--- src/rtl/microsequencer_car.sv ---
// Control-address register (CAR) sequencer for the microprogrammed control unit.
// Each posedge, the next control-store address is chosen from one of four
// sources: opcode encoder, constant RESET_ADDR, control-register jump, or
// CAR+1. Sequencing stalls on memory ops until moc. Halt freezes the CAR
// until the next reset.
// Optional feature macro: MICRO_STACK_EN adds a return-address stack with the
// ports call, ret and stack_err.
module microsequencer_car #(
  parameter int unsigned             ADDR_W      = 6,
  parameter logic [ADDR_W-1:0]       RESET_ADDR  = 'd1,
  parameter int unsigned             STACK_DEPTH = 4
) (
  input  logic              clk,
  input  logic              rst_n,
  input  logic [1:0]        sel,
  input  logic [ADDR_W-1:0] enc_addr,
  input  logic [ADDR_W-1:0] cr_addr,
  input  logic              mem_req,
  input  logic              moc,
  input  logic              halt,
`ifdef MICRO_STACK_EN
  input  logic              call,
  input  logic              ret,
  output logic              stack_err,
`endif
  output logic [ADDR_W-1:0] car,
  output logic              car_valid,
  output logic              stall,
  output logic [1:0]        state
);

  typedef enum logic [1:0] {
    S_RESET = 2'b00,
    S_RUN   = 2'b01,
    S_WAIT  = 2'b10,
    S_HALT  = 2'b11
  } state_t;

  state_t            cur_state, next_state;
  logic [ADDR_W-1:0] car_d;
  logic [ADDR_W-1:0] car_inc;
  logic [ADDR_W-1:0] sel_addr;
  logic              advance;
  logic              run_advance;

  assign car_inc   = car + ADDR_W'(1);
  assign state     = cur_state;
  assign car_valid = (cur_state != S_RESET);

  // Next-address source mux, driven by sel
  always_comb begin
    sel_addr = car_inc;
    unique case (sel)
      2'b00: sel_addr = enc_addr;
      2'b01: sel_addr = RESET_ADDR;
      2'b10: sel_addr = cr_addr;
      2'b11: sel_addr = car_inc;
    endcase
  end

  // FSM next state, advance strobe and stall (stall asserts in the same cycle the memory op is seen)
  always_comb begin
    next_state  = cur_state;
    advance     = 1'b0;
    run_advance = 1'b0;
    stall       = 1'b0;
    unique case (cur_state)
      S_RESET: next_state = S_RUN;
      S_RUN: begin
        if (halt) begin
          next_state = S_HALT;
        end else if (mem_req && !moc) begin
          next_state = S_WAIT;
          stall      = 1'b1;
        end else begin
          advance     = 1'b1;
          run_advance = 1'b1;
        end
      end
      S_WAIT: begin
        stall = 1'b1;
        if (moc) begin
          next_state = S_RUN;
          advance    = 1'b1;
        end
      end
      S_HALT: next_state = S_HALT;
    endcase
  end

  // FSM state register
  always_ff @(posedge clk or negedge rst_n) begin
    if (!rst_n) cur_state <= S_RESET;
    else        cur_state <= next_state;
  end

`ifdef MICRO_STACK_EN
  localparam int unsigned SP_W  = $clog2(STACK_DEPTH + 1);
  localparam int unsigned IDX_W = (STACK_DEPTH > 1) ? $clog2(STACK_DEPTH) : 1;

  logic [ADDR_W-1:0] stk [STACK_DEPTH];
  logic [SP_W-1:0]   sp;
  logic              do_push, do_pop, stk_full, stk_empty, err_set;
  logic [IDX_W-1:0]  push_idx, pop_idx;

  assign stk_full  = (sp == SP_W'(STACK_DEPTH));
  assign stk_empty = (sp == '0);
  assign push_idx  = IDX_W'(sp);
  assign pop_idx   = IDX_W'(sp - SP_W'(1));

  // Call/ret only act when RUN is advancing; ret wins over a simultaneous call
  always_comb begin
    do_push = 1'b0;
    do_pop  = 1'b0;
    err_set = 1'b0;
    car_d   = car;
    if (advance) car_d = sel_addr;
    if (run_advance) begin
      if (ret) begin
        do_pop  = !stk_empty;
        err_set = call || stk_empty;
        car_d   = stk_empty ? RESET_ADDR : stk[pop_idx];
      end else if (call) begin
        do_push = !stk_full;
        err_set = stk_full;
      end
    end
  end

  // Return-address LIFO storage, pointer and sticky error flag
  always_ff @(posedge clk or negedge rst_n) begin
    if (!rst_n) begin
      sp        <= '0;
      stack_err <= 1'b0;
      for (int unsigned i = 0; i < STACK_DEPTH; i++) stk[i] <= '0;
    end else begin
      if (err_set) stack_err <= 1'b1;
      if (do_push) begin
        stk[push_idx] <= car_inc;
        sp            <= sp + SP_W'(1);
      end else if (do_pop) begin
        sp <= sp - SP_W'(1);
      end
    end
  end
`else
  // Next CAR value: load selected address only when advancing
  always_comb begin
    car_d = car;
    if (advance) car_d = sel_addr;
  end
`endif

  // Control-address register
  always_ff @(posedge clk or negedge rst_n) begin
    if (!rst_n) car <= RESET_ADDR;
    else        car <= car_d;
  end

endmodule
--- config.mk ---
export PLATFORM = sky130hd
export DESIGN_NAME = microsequencer_car
export DESIGN_NICKNAME = d
export VERILOG_FILES = /design/src/rtl/microsequencer_car.sv
export SDC_FILE = /design/constraint.sdc
export NUM_CORES = 1
export LEC_CHECK = 0
export CAP_MARGIN = 20
export CORE_MARGIN = 10
export CORE_UTILIZATION = 35
export DETAILED_ROUTE_END_ITERATION = 12
export PLACE_DENSITY = 0.76
export SLEW_MARGIN = 20
export SYNTH_ARGS = -nofsm -noshare
export SYNTH_HDL_FRONTEND = slang
export SYNTH_SLANG_ARGS = --single-unit
--- constraint.sdc ---
create_clock -name clk -period 2 [get_ports clk]
set_input_delay 0.3 -clock clk [delete_from_list [all_inputs] [get_ports clk]]
set_output_delay 0.3 -clock clk [all_outputs]
set_load 0.05 [all_outputs]
Word-level counts from Yosys, hierarchy flattened
Index checks and enable logic that the tools add are counted.
{ "op_classes": {"add_sub_neg": 1, "n_eq_ne": 8, "muxes": 12, "n_reduce_logical": 6} }
{ "op_table": {"columns": ["operator", "n"], "rows": [
  ["one-hot mux 6 bit (4 select lines)", 1],
  ["== test 2 bit, second input constant", 4],
  ["one-hot mux 2 bit (4 select lines)", 1],
  ["adder 6 x 1 -> 6 bit, second input constant", 1],
  ["2-to-1 mux 2 bit", 3],
  ["2-to-1 mux 1 bit", 5],
  ["== test 2 x 1 -> 1 bit, second input constant", 2],
  ["logical NOT 2 bit", 2],
  ["one-hot mux 1 bit (2 select lines)", 2],
  ["inequality test 3 bit, second input constant", 1],
  ["inequality test 2 bit, second input constant", 1],
  ["AND reduction 2 bit", 1],
  ["nonzero test 2 bit", 1],
  ["logical AND 1 bit", 1],
  ["logical NOT 1 bit", 1]
]} }
{ "word_totals": {"register_bits": 8, "in_bits": 19, "out_inout_bits": 10, "wordCells": 29} }

Logic depth before layout (Yosys ltp)
Gate-level depths: netlist of the first run.
{ "depth": {"ltp_word": 5, "mapped_depth": 7, "depth_no_buf": 6} }

Least setup slack after synthesis of the first run
Ideal clock, no wire load.
{ "synth_path": {"path_type": "register to output", "startpoint": "register cur_state[0], in the netlist state[0]", "endpoint": "output port stall", "arrival_time_ns": 1.773, "t_required_ns": 1.700, "setup_slack_ns": -0.073, "path_stages_with_launch": 5, "path_buffers": 1, "path_cell_list": "dfrtp_1 -> inv_1 -> ha_1 -> clkbuf_1 -> o21a_1"} }
{ "synth_between": {"elab_chain_cells": 2, "elab_cells_between_ends": 3, "cone_classes": "eq/ne: 2; mux: 1"} }
{ "synth_rtl": {"columns": ["element", "line", "rtl"], "rows": [
  ["start, declared", "39", "state_t cur_state, next_state;"],
  ["start signal, assigned", "94", "else cur_state <= next_state;"],
  ["== test 2 bit or == test 2 x 1 -> 1 bit (tied branches)", "67", "unique case (cur_state)"],
  ["one-hot mux 1 bit (2 select lines) *", "67", null],
  ["end, declared", "28", "output logic stall,"]
]} }
Mark *: on every way between the ends. The rest lies on a longest branch, timed or not.

Worst setup path in the final report of the first run
{ "layout_path": {"startpoint": "register car[3]", "endpoint": "output port car[3]"} }
{ "layout_lines": {"columns": ["element", "line", "rtl"], "rows": [
  ["start, declared", "26", "output logic [ADDR_W-1:0] car,"],
  ["start signal, assigned", "157", "else car <= car_d;"]
]} }
No word-level cell between the ends.

==> results.md, run 1 <==
- Initial antenna violation count: 0
- Detailed-route DRC error count: 0
- # rows: 15
- Pwr Total: approximately 0.37 mW
- Initial core utilization: 0.3809
- Final Skew: roughly 0.015 ns
- Global-route wire length before repair: approximately 3100 um
- GRT Total Usage: 0.09094
- Post-CTS Repair Setup Buffers: 0
- Routed vias: between 600 and 700
- Required time worst endpoint: 1.70 ns
- CTS tree: done
- Post-CTS Resized: 0
- DRT iter0 DRCs: 22
- Slew @ Worst Pin: 0.5218 ns
- Commonest non-fill, non-tap cell in the layout: clkdlybuf4s50_1
- Crit end category: output pin
- Final Setup Violations: 0
- Average cell area after synthesis: 8.959 sq um
- CTS clock-pin slew for the worst setup and hold paths: ~0.07 ns
- Seq/Total Area, Yosys: 0.2998
- Final Cycle Share: 0.9361
- Net Count, Synth: 99
- # port buffers: 28
- First-pass DRT Iterations: 5
- Final Hold Viols: 0
- Nets: ~130
- Cell leakage power: roughly 0.44 nW
- Total Die Area: 4072 sq um
- Slowest stage delay, CP: 0.86 ns
- RSZ-0062 raised after global routing: false
- Setup_tns: 0 ns
- Clock sinks: 8
- Clk root buf: clkbuf_4
- Final min period: 1.872 ns
- Ratio of cells with drive above 1 in the final layout: 0.1442
- Cts hold-fix bufs: 0
- Mapped Cells: 75
- Die Wd: between 60 and 70 um
- Yosys cell types: 30
- CP max FO: 5
- Largest net degree at the start of global routing: 12
- FMAX: 0.5341 GHz
- Fin. max-slew vios: 0
- Reg2reg path depth: 6
- Synth-to-Final Area Change: 48.60%
- Post-DP HPWL: 1518 um
- Die Ht: 63.82 um
- Crit. path cell count: 1
- Deepest clock path buffer count: 2
- Mapped Area: roughly 670 sq um
- Diode count: 0
- Worst-skew pair later-pin latency: between 0.2 and 0.3 ns
- Grt ovf: 0
- I/O pins: 29
- Synth warn: 0
- H-tree depth: 1
- Average wire per standard cell: roughly 14 um
- CP bufs+invs: 1
- Rel. slew slack: 0.6510
- Crit path max-delay cell type: clkdlybuf4s50_1
- Min-delay worst type: primary input to async pin
- Crit start category: register
- Crit path DAT: 1.57 ns
- Placer Congestion: 0.8225
- Detailed Route WL: 1851 um
- Crit path max-delay family: buffers and inverters
- Status: completed
- Critical-path cell list: clkdlybuf4s50_1
- Vias per cell: 5.124
- VDD IR max: 0.2320 mV
- Seq cells post-synth: 8
- CTS buffer count: 3
- Antenna Violating Nets Remaining: 0
- Max-Cap Viols: 0
- CP Class: register to output pin
- Vias in the first global route: 691
- Core Footprint: 1764 sq um
- Power Density: 370.3 nW/um^2
-- worst paths after layout --
kind,start,endpoint,slack (ns)
worst max-delay path,car[3]$_DFFE_PN0P_,car[3],0.13
worst min-delay path,rst_n,car[4]$_DFFE_PN0P_,0.31
worst max register to register,state[1]$_DFFE_PN0P_,car[0]$_DFFE_PN1P_,0.33
worst min register to register,car[4]$_DFFE_PN0P_,car[4]$_DFFE_PN0P_,0.60
max in group asynchronous,rst_n,car[0]$_DFFE_PN1P_,1.36
min in group clk,car[4]$_DFFE_PN0P_,car[4]$_DFFE_PN0P_,0.60
-- routing by layer --
metal,part of all wire,track usage,up-vias
met2,0.47,0.1430,34
li1,-,-,323
met4,0,0.02459,0
met1,0.43,0.1037,304
met5,0,0,-
met3,0.099,0.05052,0
-- kinds of logic (layout without fill, tap and decap cells) --
family | Yosys count | after routing | synth area share
and+or+nand+nor | 25 | 25 | 0.2067
AOI/OAI and AO/OA | 17 | 17 | 0.1825
buffers and inverters | 11 | 40 | 0.07635
muxes | 8 | 8 | 0.1285
DFF | 8 | 8 | 0.2998
adders and majority gates | 5 | 5 | 0.09311
xor gates and xnor gates | 1 | 1 | 0.01304
-- flip-flops by register name, summed over array words and instances, names as in the netlist --
register / count
car: 6
state: 2
-- synth_stat cells, drive strengths merged --
library cell / n / area share
dfrtp: 7 / 0.26
nor2b: 2 / 0.030
a31oi: 1 / 0.0093
a22oi: 2 / 0.022
nor2: 7 / 0.039
o21a: 1 / 0.011
dfstp: 1 / 0.039
o2111ai: 2 / 0.026
nor3b: 1 / 0.011
nor4: 1 / 0.0093
nand3: 7 / 0.052
buf: 3 / 0.032
mux2i: 6 / 0.089
inv: 7 / 0.039
o211ai: 1 / 0.011
xnor2: 1 / 0.013
o21ai: 1 / 0.024
a22o: 1 / 0.013
nor3: 2 / 0.015
o32ai: 1 / 0.013
ha: 5 / 0.093
clkbuf: 1 / 0.0056
nand2: 3 / 0.017
mux2: 2 / 0.039
and2: 1 / 0.013
a21oi: 7 / 0.052
nand2b: 1 / 0.020
-- metrics by stage --
step	area, sq um	worst slack [ns]	instances	hold slack (ns)	util
floorplan	673.1	0.03496	75	0.004409	-
global placement	972.2	0.2371	125	0.5717	0.5511
detailed placement	972.2	0.1983	125	0.5820	0.5511
CTS	998.5	0.1200	129	0.3154	0.5660
global route	998.5	0.08451	129	0.3327	0.5660
finish	998.5	0.1278	129	0.3130	0.5660
-- power by group --
part,switching (mW),internal [mW]
sequential,0,0.162
clock,0.0613,0.0766
combinational,0.0250,0.0449
-- final cells by class --
type                    instances  area (sq um)
clock buffers                   4         26.28
multi-input cells              56         420.4
inverters                       7         26.28
flip-flops and latches          8         201.4
repair buffers                 29         292.8
well taps                      25         31.28
fillers                       183         765.7
No activity file was read; power rests on OpenSTA's default activity.
==> inputs of run 2 (changes only) <==
--- a/config.mk
+++ b/config.mk
@@ -7,9 +7,9 @@
 export LEC_CHECK = 0
 export CAP_MARGIN = 20
 export CORE_MARGIN = 10
-export CORE_UTILIZATION = 35
+export CORE_UTILIZATION = 41
 export DETAILED_ROUTE_END_ITERATION = 12
-export PLACE_DENSITY = 0.76
+export PLACE_DENSITY = 0.86
 export SLEW_MARGIN = 20
 export SYNTH_ARGS = -nofsm -noshare
 export SYNTH_HDL_FRONTEND = slang
==> run 2 against run 1 <==
Effect of this change:
- clock skew decreased by 0.0046 ns
- critical path depth unchanged
- cell count decreased by 7.0%
- wire length decreased by 5.5%
- clock power decreased by 3%
- sequential share of layout area increased by 0.23 points
- largest power group unchanged
- highest routed layer unchanged
==> results.md, run 2 (synthesis gave the netlist of run 1 again) <==
- Post-CTS Resized: 0
- Die Ht: 60.48 um
- Reg2reg path depth: 6
- Critical R2R Launch: state[1]$_DFFE_PN0P_
- Met3 usage: 0.07516
- Busiest grt layer: met2
- Clk root buf: clkbuf_4
- DRT iter0 DRCs: 10
- Nets: roughly 130
- RSZ-0062 raised after global routing: false
- Cell leakage power: between 0.4 and 0.5 nW
- Commonest non-fill, non-tap cell in the layout: clkdlybuf4s50_1
- Core Footprint: around 1500 sq um
- Ratio of cells with drive above 1 in the final layout: 0.1442
- # port buffers: 28
- CP bufs+invs: 1
- Detailed-route DRC error count: 0
- FF-to-FF setup slack: 0.31 ns
- Pwr Total: between 0.3 and 0.4 mW
- Reg2reg end: car[0]$_DFFE_PN1P_
- Slowest stage delay, CP: between 0.8 and 0.9 ns
- Final Setup Violations: 0
- Initial core utilization: 0.4409
- Final Hold Viols: 0
- Fin. max-slew vios: 0
- Routed vias: between 600 and 700
- Detailed Route WL: 1750 um
- Cts hold-fix bufs: 0
- Min-delay worst type: primary input to async pin
- Crit start category: register
- H-tree depth: 1
- Area after DPL: 960.9 sq um
- First-pass DRT Iterations: 4
- Antenna Violating Nets Remaining: 0
- Initial antenna violation count: 0
- Final worst slack: 0.1540 ns
- Average wire per standard cell: between 10 and 15 um
- CP Class: register to output pin
- CTS tree: done
- Final min period: 1.846 ns
- Diode count: 0
- Largest Register: car
- Vias per cell: 5.425
- GRT Total Usage: 0.1033
- Vias in the first global route: about 650
- Crit path max-delay family: buffers and inverters
- Max-Cap Viols: 0
- Total Die Area: between 3000 and 4000 sq um
- Max FFs per register: 6
- FMAX: 0.5417 GHz
- Dpl cells: 116
- VDD IR max: 0.3165 mV
- Rel. slew slack: 0.6582
- Global-route wire length before repair: 2946 um
- CP max FO: 5
- Die Wd: between 60 and 70 um
- Critical-path cell list: clkdlybuf4s50_1
- Power Density: 369.7 nW/um^2
- Status: completed
- Crit end category: output pin
- Synth-to-Final Area Change: 46.93%
- CTS buffer count: 3
- Final Skew: 0.01032 ns
- Final cell count without fillers: between 100 and 150
- Largest net degree at the start of global routing: 12
- Worst-skew pair later-pin latency: 0.26 ns
- Design area: 987.2 sq um
- # rows: 14
- Setup_tns: 0 ns
- Crit path max-delay cell type: clkdlybuf4s50_1
- Grt ovf: 0
- Required time worst endpoint: 1.70 ns
- Post-Place Setup Slack: 0.1842 ns
- M2 GR Usage: 0.1691
- Final Cycle Share: 0.9230
- Post-CTS Repair Setup Buffers: 0
- Post-DP HPWL: 1467 um
- Met1 usage: 0.1069
- Placer Congestion: 0.8274
- CTS clock-pin slew for the worst setup and hold paths: approximately 0.06 ns
- Crit path DAT: roughly 1.6 ns
- I/O pins: 29
- Slew @ Worst Pin: just over 0.5 ns
- Clock sinks: 8
- Deepest clock path buffer count: 2
[run 2: where the power goes]
part           total, mW  leakage [nW]  internal [mW]  switching (mW)
clock              0.134        0.0150         0.0765          0.0572
combinational     0.0693         0.335         0.0449          0.0244
sequential         0.162        0.0872          0.162               0
total              0.365         0.438          0.283          0.0816
[run 2: through the flow]
step / utilization / hold WS [ns]
after floorplan: - / 0.004409
after global placement: 0.6305 / 0.5552
after detailed placement: 0.6305 / 0.5436
after CTS: 0.6478 / 0.3066
after global routing: 0.6478 / 0.3206
final: 0.6478 / 0.3107
[run 2: how the worst max path moves through the flow]
stage / startpoint / cells past startpoint / to
2_1_floorplan: state[0]$_DFFE_PN0P_ / 6 / car[0]$_DFFE_PN1P_
3_3_place_gp: sel[1] / 4 / car[4]$_DFFE_PN0P_
3_5_place_dp: sel[1] / 4 / car[4]$_DFFE_PN0P_
4_1_cts: car[3]$_DFFE_PN0P_ / 1 / car[3]
5_1_grt: car[3]$_DFFE_PN0P_ / 1 / car[3]
6_report: car[3]$_DFFE_PN0P_ / 1 / car[3]
[run 2: area by class of cell]
class	instances	area [sq um]
clock buffers	4	26.28
fillers	132	536.8
inverters	7	26.28
multi-input cells	56	420.4
flip-flops and latches	8	201.4
well taps	16	20.02
repair buffers	29	292.8
[run 2: metal layers]
| metal | vias to the layer above | share of wire |
|---|---|---|
| met3 | 0 | 0.13 |
| met4 | 0 | 0 |
| met1 | 295 | 0.38 |
| met2 | 31 | 0.49 |
| li1 | 325 | - |
| met5 | - | 0 |
